==> config.mk <==
export PLATFORM = sky130hd
export DESIGN_NAME = fetch_stage
export DESIGN_NICKNAME = d
export VERILOG_FILES = /design/src/rtl/fetch_stage_pkg.sv /design/src/rtl/fetch_stage_if_id_register.sv /design/src/rtl/fetch_stage.sv
export SDC_FILE = /design/constraint.sdc
export NUM_CORES = 1
export LEC_CHECK = 0
export ABC_CLOCK_PERIOD_IN_PS = 5000
export CAP_MARGIN = 20
export CORE_MARGIN = 1
export CORE_UTILIZATION = 48
export DETAILED_ROUTE_END_ITERATION = 8
export PLACE_DENSITY = 0.92
export SLEW_MARGIN = 0
export SYNTH_ARGS = -nofsm -noshare
export SYNTH_HDL_FRONTEND = slang
export SYNTH_SLANG_ARGS = --single-unit
==> constraint.sdc <==
create_clock -name CLK -period 5 [get_ports CLK]
set_input_delay 0.75 -clock CLK [delete_from_list [all_inputs] [get_ports CLK]]
set_output_delay 0.75 -clock CLK [all_outputs]
set_load 0.05 [all_outputs]
==> src/rtl/fetch_stage_pkg.sv <==
// Shared definitions for the RV32i instruction-fetch stage.
package fetch_stage_pkg;

    // Fetch control states: BOOT settles the PC after reset, RUN fetches,
    // HALT freezes everything after a bad fetch address until reset.
    typedef enum logic [1:0] {
        BOOT = 2'd0,
        RUN  = 2'd1,
        HALT = 2'd2
    } fetch_state_t;

    // addi x0,x0,0 -- the bubble placed in IF/ID when no real instruction moves.
    localparam logic [31:0] NOP_INSTR    = 32'h0000_0013;

    // Default PC loaded on reset.
    localparam logic [31:0] RESET_VECTOR = 32'h0000_0000;

    // Clock period used by benches.
    localparam int CLOCK_PERIOD = 10;

endpackage

==> src/rtl/fetch_stage_if_id_register.sv <==
// IF/ID pipeline register: bubble beats hold, hold beats load.
module if_id_register
    import fetch_stage_pkg::*;
#(
    parameter logic [31:0] NOP_INSTR = fetch_stage_pkg::NOP_INSTR
) (
    input  logic        CLK,
    input  logic        RST,
    input  logic        Bubble,
    input  logic        Hold,
    input  logic [31:0] Instr_F,
    input  logic [31:0] PC_F,
    output logic [31:0] Instr_D,
    output logic [31:0] PC_D,
    output logic [31:0] PC_Plus4_D,
    output logic        Valid_D
);

    // Register the fetched word, or clear it to a bubble, or keep it.
    always_ff @(posedge CLK) begin
        if (RST || Bubble) begin
            Instr_D    <= NOP_INSTR;
            PC_D       <= 32'd0;
            PC_Plus4_D <= 32'd0;
            Valid_D    <= 1'b0;
        end else if (!Hold) begin
            Instr_D    <= Instr_F;
            PC_D       <= PC_F;
            PC_Plus4_D <= PC_F + 32'd4;
            Valid_D    <= 1'b1;
        end
    end

endmodule

==> src/rtl/fetch_stage.sv <==
// Instruction-fetch stage: owns the PC, the BOOT/RUN/HALT control and fault
// detection, and feeds the IF/ID register.
module fetch_stage
    import fetch_stage_pkg::*;
#(
    parameter logic [31:0] RESET_VECTOR = fetch_stage_pkg::RESET_VECTOR,
    parameter int          IMEM_DEPTH   = 256,
    parameter logic [31:0] NOP_INSTR    = fetch_stage_pkg::NOP_INSTR
) (
    input  logic         CLK,
    input  logic         RST,
    input  logic         Stall_F,
    input  logic         Stall_D,
    input  logic         Flush_D,
    input  logic         PC_Src,
    input  logic [31:0]  PC_Target,
    input  logic [31:0]  Instr,
    output logic [31:0]  PC_Out,
    output logic [31:0]  Instr_D,
    output logic [31:0]  PC_D,
    output logic [31:0]  PC_Plus4_D,
    output logic         Valid_D,
    output logic         Fetch_Fault,
    output fetch_state_t State_Dbg
);

    fetch_state_t state_q;
    fetch_state_t state_n;
    logic [31:0]  pc_q;
    logic [31:0]  pc_n;
    logic         ifid_bubble;
    logic         ifid_hold;
    logic         redirect_fault;
    logic         range_fault;

    // A redirect must land on a word boundary; the PC itself must stay
    // inside instruction memory.
    assign redirect_fault = PC_Src && (PC_Target[1:0] != 2'b00);
    assign range_fault    = (pc_q[31:2] >= 30'(IMEM_DEPTH));

    // Next-state, next-PC and IF/ID control; IF/ID defaults to a bubble.
    always_comb begin
        state_n     = state_q;
        pc_n        = pc_q;
        ifid_bubble = 1'b1;
        ifid_hold   = 1'b0;
        case (state_q)
            BOOT: begin
                state_n = RUN;
            end
            RUN: begin
                if (redirect_fault || range_fault) begin
                    state_n = HALT;
                end else begin
                    if (PC_Src) begin
                        pc_n = PC_Target;
                    end else if (!Stall_F) begin
                        pc_n = pc_q + 32'd4;
                    end
                    // Wrong-path words (redirect) and repeated words (PC stall)
                    // become bubbles unless IF/ID itself is held.
                    ifid_bubble = Flush_D || (!Stall_D && (PC_Src || Stall_F));
                    ifid_hold   = Stall_D;
                end
            end
            HALT: begin
                state_n = HALT;
            end
            default: begin
                state_n = BOOT;
            end
        endcase
    end

    // PC and control-state registers.
    always_ff @(posedge CLK) begin
        if (RST) begin
            state_q <= BOOT;
            pc_q    <= RESET_VECTOR;
        end else begin
            state_q <= state_n;
            pc_q    <= pc_n;
        end
    end

    assign PC_Out      = pc_q;
    assign Fetch_Fault = (state_q == HALT);
    assign State_Dbg   = state_q;

    if_id_register #(
        .NOP_INSTR (NOP_INSTR)
    ) u_if_id (
        .CLK        (CLK),
        .RST        (RST),
        .Bubble     (ifid_bubble),
        .Hold       (ifid_hold),
        .Instr_F    (Instr),
        .PC_F       (pc_q),
        .Instr_D    (Instr_D),
        .PC_D       (PC_D),
        .PC_Plus4_D (PC_Plus4_D),
        .Valid_D    (Valid_D)
    );

endmodule

# Yosys cells after proc, flatten, opt, wreduce, memory -nomap -nowiden
# Index checks and enable logic that the tools add are counted.
# word_totals
inputBits	70
reg_bits	131
elab_cells	31
out_inout_bits	132
# classes
muxes	8
reduce_logical	10
n_lt_le_gt_ge	1
bitwise_logic	1
n_addsub	1
eq_ne	4
# ops
op	n
$mux 32	2
$add 32x3->32 const B	1
$ge 30x9->1 const B	1
$pmux 2 s3	1
$logic_or 1x1->1	4
$mux 1	4
$reduce_and 3->1	1
$eq 2x1->1 const B	1
$eq 2x2->1 const B	1
$logic_and 1x1->1	2
$logic_not 2->1	1
$mux 2	1
$ne 2x1->1 const B	1
$ne 2x2->1 const B	1
$reduce_bool 2->1	1
$logic_not 1->1	1
$not 1->1	1

# Depth between registers and ports, before layout
# Gate-level depths: netlist of the first run.
# depth
word_depth	6
mapped_depth	9
depth_no_buf	6

# Hierarchy
# From an unflattened synthesis of the first run, not the netlist that was laid out.
# unflattened
cells_unflattened	614
hier_area_um2	5775.5
# modules_own_cells
mod	cells_each	area_each_um2	seq_area_each_um2	instances
if_id_register	399	3827.4	1901.8	1
fetch_stage	215	1948.1	680.7	1

# Worst setup path after synthesis of the first run
# No wires, ideal clock.
# synth_timing
kind	reg2reg
from	register pc_q[8], in the netlist PC_Out[8]
to	register u_if_id.PC_D[18]
synth_period_minus_slack_ns	2.710
setup_ns	0.089
n_path_buf	3
stages_incl_launch_ff	8
arrival_ns	2.621
required_ns	4.911
slack_ns	2.290
path_cell_list	dfxtp_1 -> buf_2 -> nand4_4 -> or4_4 -> or4_4 -> buf_6 -> buf_12 -> a311oi_2
# synth_via
elab_chain_len	5
word_cells_on_any_way	7
cone_classes	order compare (1); mux (4); reduce/logical (2)
# synth_rtl
element	line_no	text
from (decl)	fetch_stage.sv:29	logic [31:0] pc_q;
from (signal assigned)	fetch_stage.sv:82	pc_q <= pc_n;
$ge 30x9->1 (*)	fetch_stage.sv:39	assign range_fault = (pc_q[31:2] >= 30'(IMEM_DEPTH));
$logic_or 1x1->1 (*)	fetch_stage.sv:52	if (redirect_fault || range_fault) begin
$mux 1	fetch_stage.sv:52	
$mux 1	fetch_stage.sv:47	case (state_q)
$logic_or 1x1->1	fetch_stage_if_id_register.sv:21	if (RST || Bubble) begin
to (signal assigned)	fetch_stage_if_id_register.sv:23	PC_D <= 32'd0;
to (signal assigned)	fetch_stage_if_id_register.sv:28	PC_D <= PC_F;
to (decl)	fetch_stage_if_id_register.sv:14	output logic [31:0] PC_D,
# Every way passes the cells marked *; elsewhere a longest branch is shown, timed or not.
# A chain may end at the register's enable or synchronous reset.

# Final worst setup path of the first run
# layout_timing
from	input port PC_Target[1]
to	register u_if_id.PC_Plus4_D[3]
# layout_via
elab_chain_len	6
word_cells_on_any_way	8
cone_classes	mux (4); reduce/logical (4)
# layout_rtl
element	line_no	text
from (decl)	fetch_stage.sv:16	input logic [31:0] PC_Target,
$reduce_bool 2->1 (*)	fetch_stage.sv:38	assign redirect_fault = PC_Src && (PC_Target[1:0] != 2'b00);
$logic_and 1x1->1 (*)	fetch_stage.sv:38	
$logic_or 1x1->1 (*)	fetch_stage.sv:52	
$mux 1	fetch_stage.sv:52	
$mux 1	fetch_stage.sv:47	
$logic_or 1x1->1	fetch_stage_if_id_register.sv:21	
to (signal assigned)	fetch_stage_if_id_register.sv:29	PC_Plus4_D <= PC_F + 32'd4;
to (decl)	fetch_stage_if_id_register.sv:15	output logic [31:0] PC_Plus4_D,
# Marked as above.

==> results of run 1 <==
==> final cells by class <==
class                   instances  share of cell area
well taps                     143              0.0218
clock inverters                14              0.0259
inverters                      13             0.00594
clock buffers                  18              0.0523
multi-input cells             330               0.322
flip-flops and latches        129               0.315
repair buffers                213               0.258
==> power breakdown <==
group / leakage, nW / total [W] / internal, W / switching (W)
Sequential: 1.04 / 0.00113 / 0.00107 / 0.0000527
Clock: 0.302 / 0.00135 / 0.000883 / 0.000466
Combinational: 1.48 / 0.000756 / 0.000243 / 0.000513
Total: 2.82 / 0.00323 / 0.00220 / 0.00103
==> worst max-delay path, delay by kind of cell <==
family | cells | cell delay, ns
simple gates | 2 | 1.34
compound gates | 2 | 0.82
buf+inv | 2 | 0.74
==> logic make-up after synthesis <==
logic type / Yosys count / synth area share
compound gates: 169 / 0.303
simple gates: 148 / 0.143
flops: 129 / 0.461
buf+inv: 83 / 0.0689
xor+xnor: 7 / 0.0110
fa+ha+maj: 5 / 0.0112
mux: 1 / 0.00179
==> state kept, by name, summed over array words and instances (netlist names) <==
name and count:
PC_Out 32, u_if_id.Instr_D 32, u_if_id.PC_Plus4_D 32, u_if_id.PC_D 30
State_Dbg 2, u_if_id.Valid_D 1
==> layout by cell type (no fill, tap or decap), types with 5 or more instances in the layout <==
cell | synthesis | layout
a311oi_1 | 7 | 7
o31ai_1 | 12 | 12
ha_1 | 5 | 5
bufinv_16 | 0 | 5
nand4_1 | 19 | 19
nand3_1 | 6 | 6
o221a_2 | 49 | 49
nand2_1 | 17 | 17
clkbuf_16 | 0 | 17
nor3_1 | 9 | 9
nor4_1 | 28 | 28
or4_1 | 5 | 5
buf_4 | 3 | 10
or3_1 | 6 | 6
a21oi_1 | 14 | 14
a311oi_2 | 30 | 30
nor2_1 | 44 | 44
dfxtp_1 | 129 | 129
clkdlybuf4s50_1 | 0 | 200
inv_1 | 13 | 12
o21ai_0 | 5 | 5
a41oi_1 | 21 | 21
==> per-layer routing <==
layer | vias up | GRT usage | routed length, um
met5 | - | 0 | 0
met1 | 2611 | 0.345 | 6960
met4 | 0 | 0.120 | 340
met3 | 39 | 0.0882 | 1710
li1 | 2495 | - | -
met2 | 284 | 0.483 | 8690
==> worst paths after layout <==
check / to / start
max reg2reg: u_if_id.PC_Plus4_D[3]$_SDFFE_PP0N_ / PC_Out[12]$_SDFFE_PP0P_
min: u_if_id.Valid_D$_SDFFE_PP0N_ / u_if_id.Valid_D$_SDFFE_PP0N_
min reg2reg: u_if_id.Valid_D$_SDFFE_PP0N_ / u_if_id.Valid_D$_SDFFE_PP0N_
max: u_if_id.PC_Plus4_D[3]$_SDFFE_PP0N_ / PC_Target[1]
==> through the flow <==
step                setup WS (ns)  utilization  power [W]  instances
floorplan                    2.29            -    0.00164        542
global placement             1.15        0.663    0.00185        826
detailed placement           1.10        0.665    0.00188        827
CTS                          1.53        0.722    0.00323        859
global route                 1.49        0.722    0.00334        860
finish                       1.64        0.722    0.00323        860
==> flow_summary.json, run 1 <==
{
  "run_status": "finished clean",
  "setup_tns_ns": 0,
  "rr_worst_depth": 5,
  "end_kind": "flop",
  "drtIter0Drc": 711,
  "arrival_ns": 3.67,
  "antenna_cells": 0,
  "reg2reg_slack_ns": 1.87,
  "fillers": 766,
  "setup_viol": 0,
  "die_w_um": 110,
  "avgSynthCellArea_um2": 10.3,
  "regArea_um2": 2580,
  "crit_path_max_fanout": 31,
  "irDropWorstVdd_mv": 0.333,
  "cts.clk_slew.worst_paths_ns": 0.06,
  "io_buffers": 201,
  "cts.sinks": 129,
  "die_y_um": 110,
  "path_cells": "clkdlybuf4s50_1 > o21ai_1 > nand2_1 > or3_1 > buf_16 > o221a_2",
  "die-area_um2": 12100,
  "rsz0062_at_grt": "false",
  "synthMostInstantiatedCell": "dfxtp_1",
  "routabilityCongestion": 0.857,
  "routed_via_density": 6.31,
  "p_per_area_nw_per_um2": 394,
  "worstMarginPinSlew_ns": 0.934,
  "ctsResizeCount": 0,
  "criticalPathCategory": "in2reg",
  "place_area_um2": 7560,
  "yosysSeqAreaShare": 0.461,
  "clk_latency_ns": 0.42,
  "hold_path_class": "reg2reg",
  "synth_area_um2": 5600,
  "max_freq_mhz": 297,
  "ys_seq_elements": 129,
  "synth_top_area_frac": 0.461,
  "ant_nets": 0,
  "crit_required_ns": 5.31,
  "period_needed_ns": 3.36,
  "ys_warn_count": 0,
  "ys_types": 51,
  "initial_core_util": 0.492,
  "synth_fp_nets": 617,
  "dr.pass1.iters": 5,
  "numCtsBuffers": 17,
  "synth.area.top_cells": "dfxtp_1, o221a_2, a311oi_2",
  "startpoint_type": "primary input",
  "synth-edff-count": 0,
  "drv_slew": 0,
  "synthFlopType": "dfxtp_1",
  "track_usage": 0.289,
  "p_leak_nw": 2.82,
  "fin_nets": 779,
  "cts_setup_buffers": 0,
  "wl_per_cell_um": 20.6,
  "maxCapViolations": 0,
  "slowest_stage": "or3_1",
  "vias": 5429,
  "cts_tree": "built",
  "root_buffer": "clkbuf_16",
  "remaining_drc_errors": 0,
  "synth_common_cells": "dfxtp_1, clkbuf_1, o221a_2",
  "crit_path_max_incr_delay_ns": 0.72,
  "grt_max_degree": 67,
  "post-synth-top-area-cell": "dfxtp_1",
  "synth_cells": 542,
  "fin_crit_sh": 0.672,
  "area_growth_pct": 46.7,
  "hold_buffers": 0,
  "multi_input_comb_area_um2": 2640,
  "async_reset_ff_frac": 0,
  "rows": 39,
  "max-slew-margin-rel": 0.372,
  "dp_hpwl_mm": 11.5,
  "drive_gt1_frac": 0.185,
  "finalInstanceArea_um2": 8210,
  "grt_antenna_before_repair": 0,
  "ioPinCount": 202,
  "skew_ns": 0.00879,
  "grt-ovfl-total": 0,
  "grt_pass1_wl_mm": 26.7,
  "whs_ns": 0.464,
  "core-area_um2": 11400,
  "h-tree-depth": 4,
  "clockBufferDepth": 2,
  "hold_viol": 0,
  "whs_path_depth": 1,
  "grt_pass1_vias": 5088,
  "totalWireLength_mm": 17.7
}
Note: power is estimated with default switching activity, not from simulation.
==> inputs of run 2 (changes only) <==
--- a/config.mk
+++ b/config.mk
@@ -5,12 +5,12 @@
 export SDC_FILE = /design/constraint.sdc
 export NUM_CORES = 1
 export LEC_CHECK = 0
-export ABC_CLOCK_PERIOD_IN_PS = 5000
+export ABC_CLOCK_PERIOD_IN_PS = 3400
 export CAP_MARGIN = 20
 export CORE_MARGIN = 1
-export CORE_UTILIZATION = 48
+export CORE_UTILIZATION = 45
 export DETAILED_ROUTE_END_ITERATION = 8
-export PLACE_DENSITY = 0.92
+export PLACE_DENSITY = 0.88
 export SLEW_MARGIN = 0
 export SYNTH_ARGS = -nofsm -noshare
 export SYNTH_HDL_FRONTEND = slang
==> constraint.sdc (replaced) <==
create_clock -name CLK -period 3.4 [get_ports CLK]
set_input_delay 0.51 -clock CLK [delete_from_list [all_inputs] [get_ports CLK]]
set_output_delay 0.51 -clock CLK [all_outputs]
set_load 0.05 [all_outputs]
==> flow_summary.json, run 2 (synthesis results as in run 1) <==
{
  "wl_per_cell_um": 19.3,
  "wl_met1_mm": 7.03,
  "remaining_drc_errors": 0,
  "max_freq_mhz": 345,
  "met3_wirelength_mm": 1.54,
  "finalInstanceArea_um2": 8310,
  "clockBufferDepth": 2,
  "totalWireLength_mm": 17.4,
  "worstMarginPinSlew_ns": 0.978,
  "maxCapViolations": 0,
  "cts_setup_buffers": 0,
  "die-area_um2": 12900,
  "grt_max_degree": 67,
  "max-slew-margin-rel": 0.343,
  "period_needed_ns": 2.90,
  "fillers": 876,
  "crit_required_ns": 3.72,
  "initial_core_util": 0.464,
  "rows": 40,
  "drv_slew": 0,
  "die_y_um": 114,
  "cts.clk_slew.worst_paths_ns": 0.05,
  "place_area_um2": 7690,
  "cts_tree": "built",
  "grt_pass1_vias": 5227,
  "fin_crit_sh": 0.853,
  "clk_latency_ns": 0.42,
  "fin_nets": 792,
  "skew_ns": 0.00973,
  "drive_gt1_frac": 0.201,
  "routed_via_density": 6.11,
  "ctsResizeCount": 0,
  "arrival_ns": 3.22,
  "hold_path_class": "reg2reg",
  "numCtsBuffers": 17,
  "hold_viol": 0,
  "die_w_um": 114,
  "startpoint_type": "flop",
  "h-tree-depth": 4,
  "grt-ovfl-total": 0,
  "ioPinCount": 202,
  "dpl_worst_slack_ns": 0.444,
  "crit_path_max_fanout": 15,
  "setup_viol": 0,
  "track_usage": 0.270,
  "vias": 5483,
  "rsz0062_at_grt": "false",
  "cts.sinks": 129,
  "grt_pass1_wl_mm": 27.4,
  "p_leak_nw": 2.88,
  "worst_slack_ns": 0.499,
  "criticalPathCategory": "reg2reg",
  "irDropWorstVdd_mv": 0.361,
  "antenna_cells": 0,
  "grt_antenna_before_repair": 0,
  "drtIter0Drc": 690,
  "routed.top_layer": "met4",
  "dp_hpwl_mm": 12.0,
  "final_common_cell": "clkdlybuf4s50_1",
  "ant_nets": 0,
  "area_growth_pct": 48.5,
  "end_kind": "flop",
  "final_cell_mix": "clkdlybuf4s50_1, dfxtp_1, o221a_2",
  "dr.pass1.iters": 5,
  "hold_buffers": 0,
  "p_per_area_nw_per_um2": 562,
  "setup_tns_ns": 0,
  "io_buffers": 201,
  "wl_met2_mm": 8.36,
  "routabilityCongestion": 0.858,
  "run_status": "finished clean",
  "core-area_um2": 12100,
  "root_buffer": "clkbuf_16"
}
## run 2: changes by cell type in the layout (fill, tap and decap cells not counted)
cell / previous run / this run
buf_4: 10 / 24
clkinv_2: 3 / 6
clkinv_4: 1 / 4
clkinvlp_4: 4 / 1
buf_12: 0 / 1
buf_16: 1 / 0
buf_2: 2 / 1
bufinv_16: 5 / 4
clkbuf_1: 1 / 0
inv_6: 1 / 0
## run 2: area by class of cell
cell class / instances / area [um^2] / share of cell area
multi-input combinational: 330 / 2640 / 0.318
sequential: 129 / 2580 / 0.311
timing repair buffer: 226 / 2210 / 0.266
clock buffer: 17 / 425 / 0.0512
tap: 168 / 210 / 0.0253
clock inverter: 15 / 193 / 0.0232
inverter: 13 / 48.8 / 0.00587
## run 2: critical path: stages (launching register included)
cell      delay [ns]
dfxtp_1         0.38
nor4_1          0.53
and4_1          0.51
nand4_1         0.71
buf_4           0.45
a311oi_1        0.22
## run 2: per-stage QoR
| stage | power, W | util | std cells | hold WS [ns] |
|---|---|---|---|---|
| floorplan | 0.00241 | - | 542 | 0.650 |
| global placement | 0.00277 | 0.638 | 866 | 0.440 |
| detailed placement | 0.00280 | 0.638 | 866 | 0.448 |
| CTS | 0.00467 | 0.689 | 898 | 0.456 |
| global route | 0.00484 | 0.689 | 898 | 0.469 |
| finish | 0.00467 | 0.689 | 898 | 0.452 |
## run 2: final timing paths
check / cells after the start / to / slack (ns) / startpoint
hold reg to reg: 2 / PC_Out[1]$_SDFFE_PP0P_ / 0.45 / PC_Out[1]$_SDFFE_PP0P_
setup reg to reg: 5 / u_if_id.PC_D[14]$_SDFFE_PP0N_ / 0.50 / PC_Out[26]$_SDFFE_PP0P_
setup / recovery: 5 / u_if_id.PC_D[14]$_SDFFE_PP0N_ / 0.50 / PC_Out[26]$_SDFFE_PP0P_
hold / removal: 2 / PC_Out[1]$_SDFFE_PP0P_ / 0.45 / PC_Out[1]$_SDFFE_PP0P_
## run 2: routing by layer
layer,GRT usage,vias to the layer above
met5,0,-
met4,0.118,0
met3,0.0818,39
met2,0.449,289
met1,0.323,2632
li1,-,2523
## run 2: power by group
group / leakage (nW) / internal [W] / switching, W
sequential: 1.04 / 0.00158 / 0.0000708
clock: 0.306 / 0.00122 / 0.000663
combinational: 1.53 / 0.000376 / 0.000761
total: 2.88 / 0.00318 / 0.00149
==> inputs of run 3 (changes only) <==
--- a/config.mk
+++ b/config.mk
@@ -6,7 +6,6 @@
 export NUM_CORES = 1
 export LEC_CHECK = 0
 export ABC_CLOCK_PERIOD_IN_PS = 3400
-export CAP_MARGIN = 20
 export CORE_MARGIN = 1
 export CORE_UTILIZATION = 45
 export DETAILED_ROUTE_END_ITERATION = 8
==> results of run 3 <==
Final layout, timing and power as in run 2 (identical DEF).
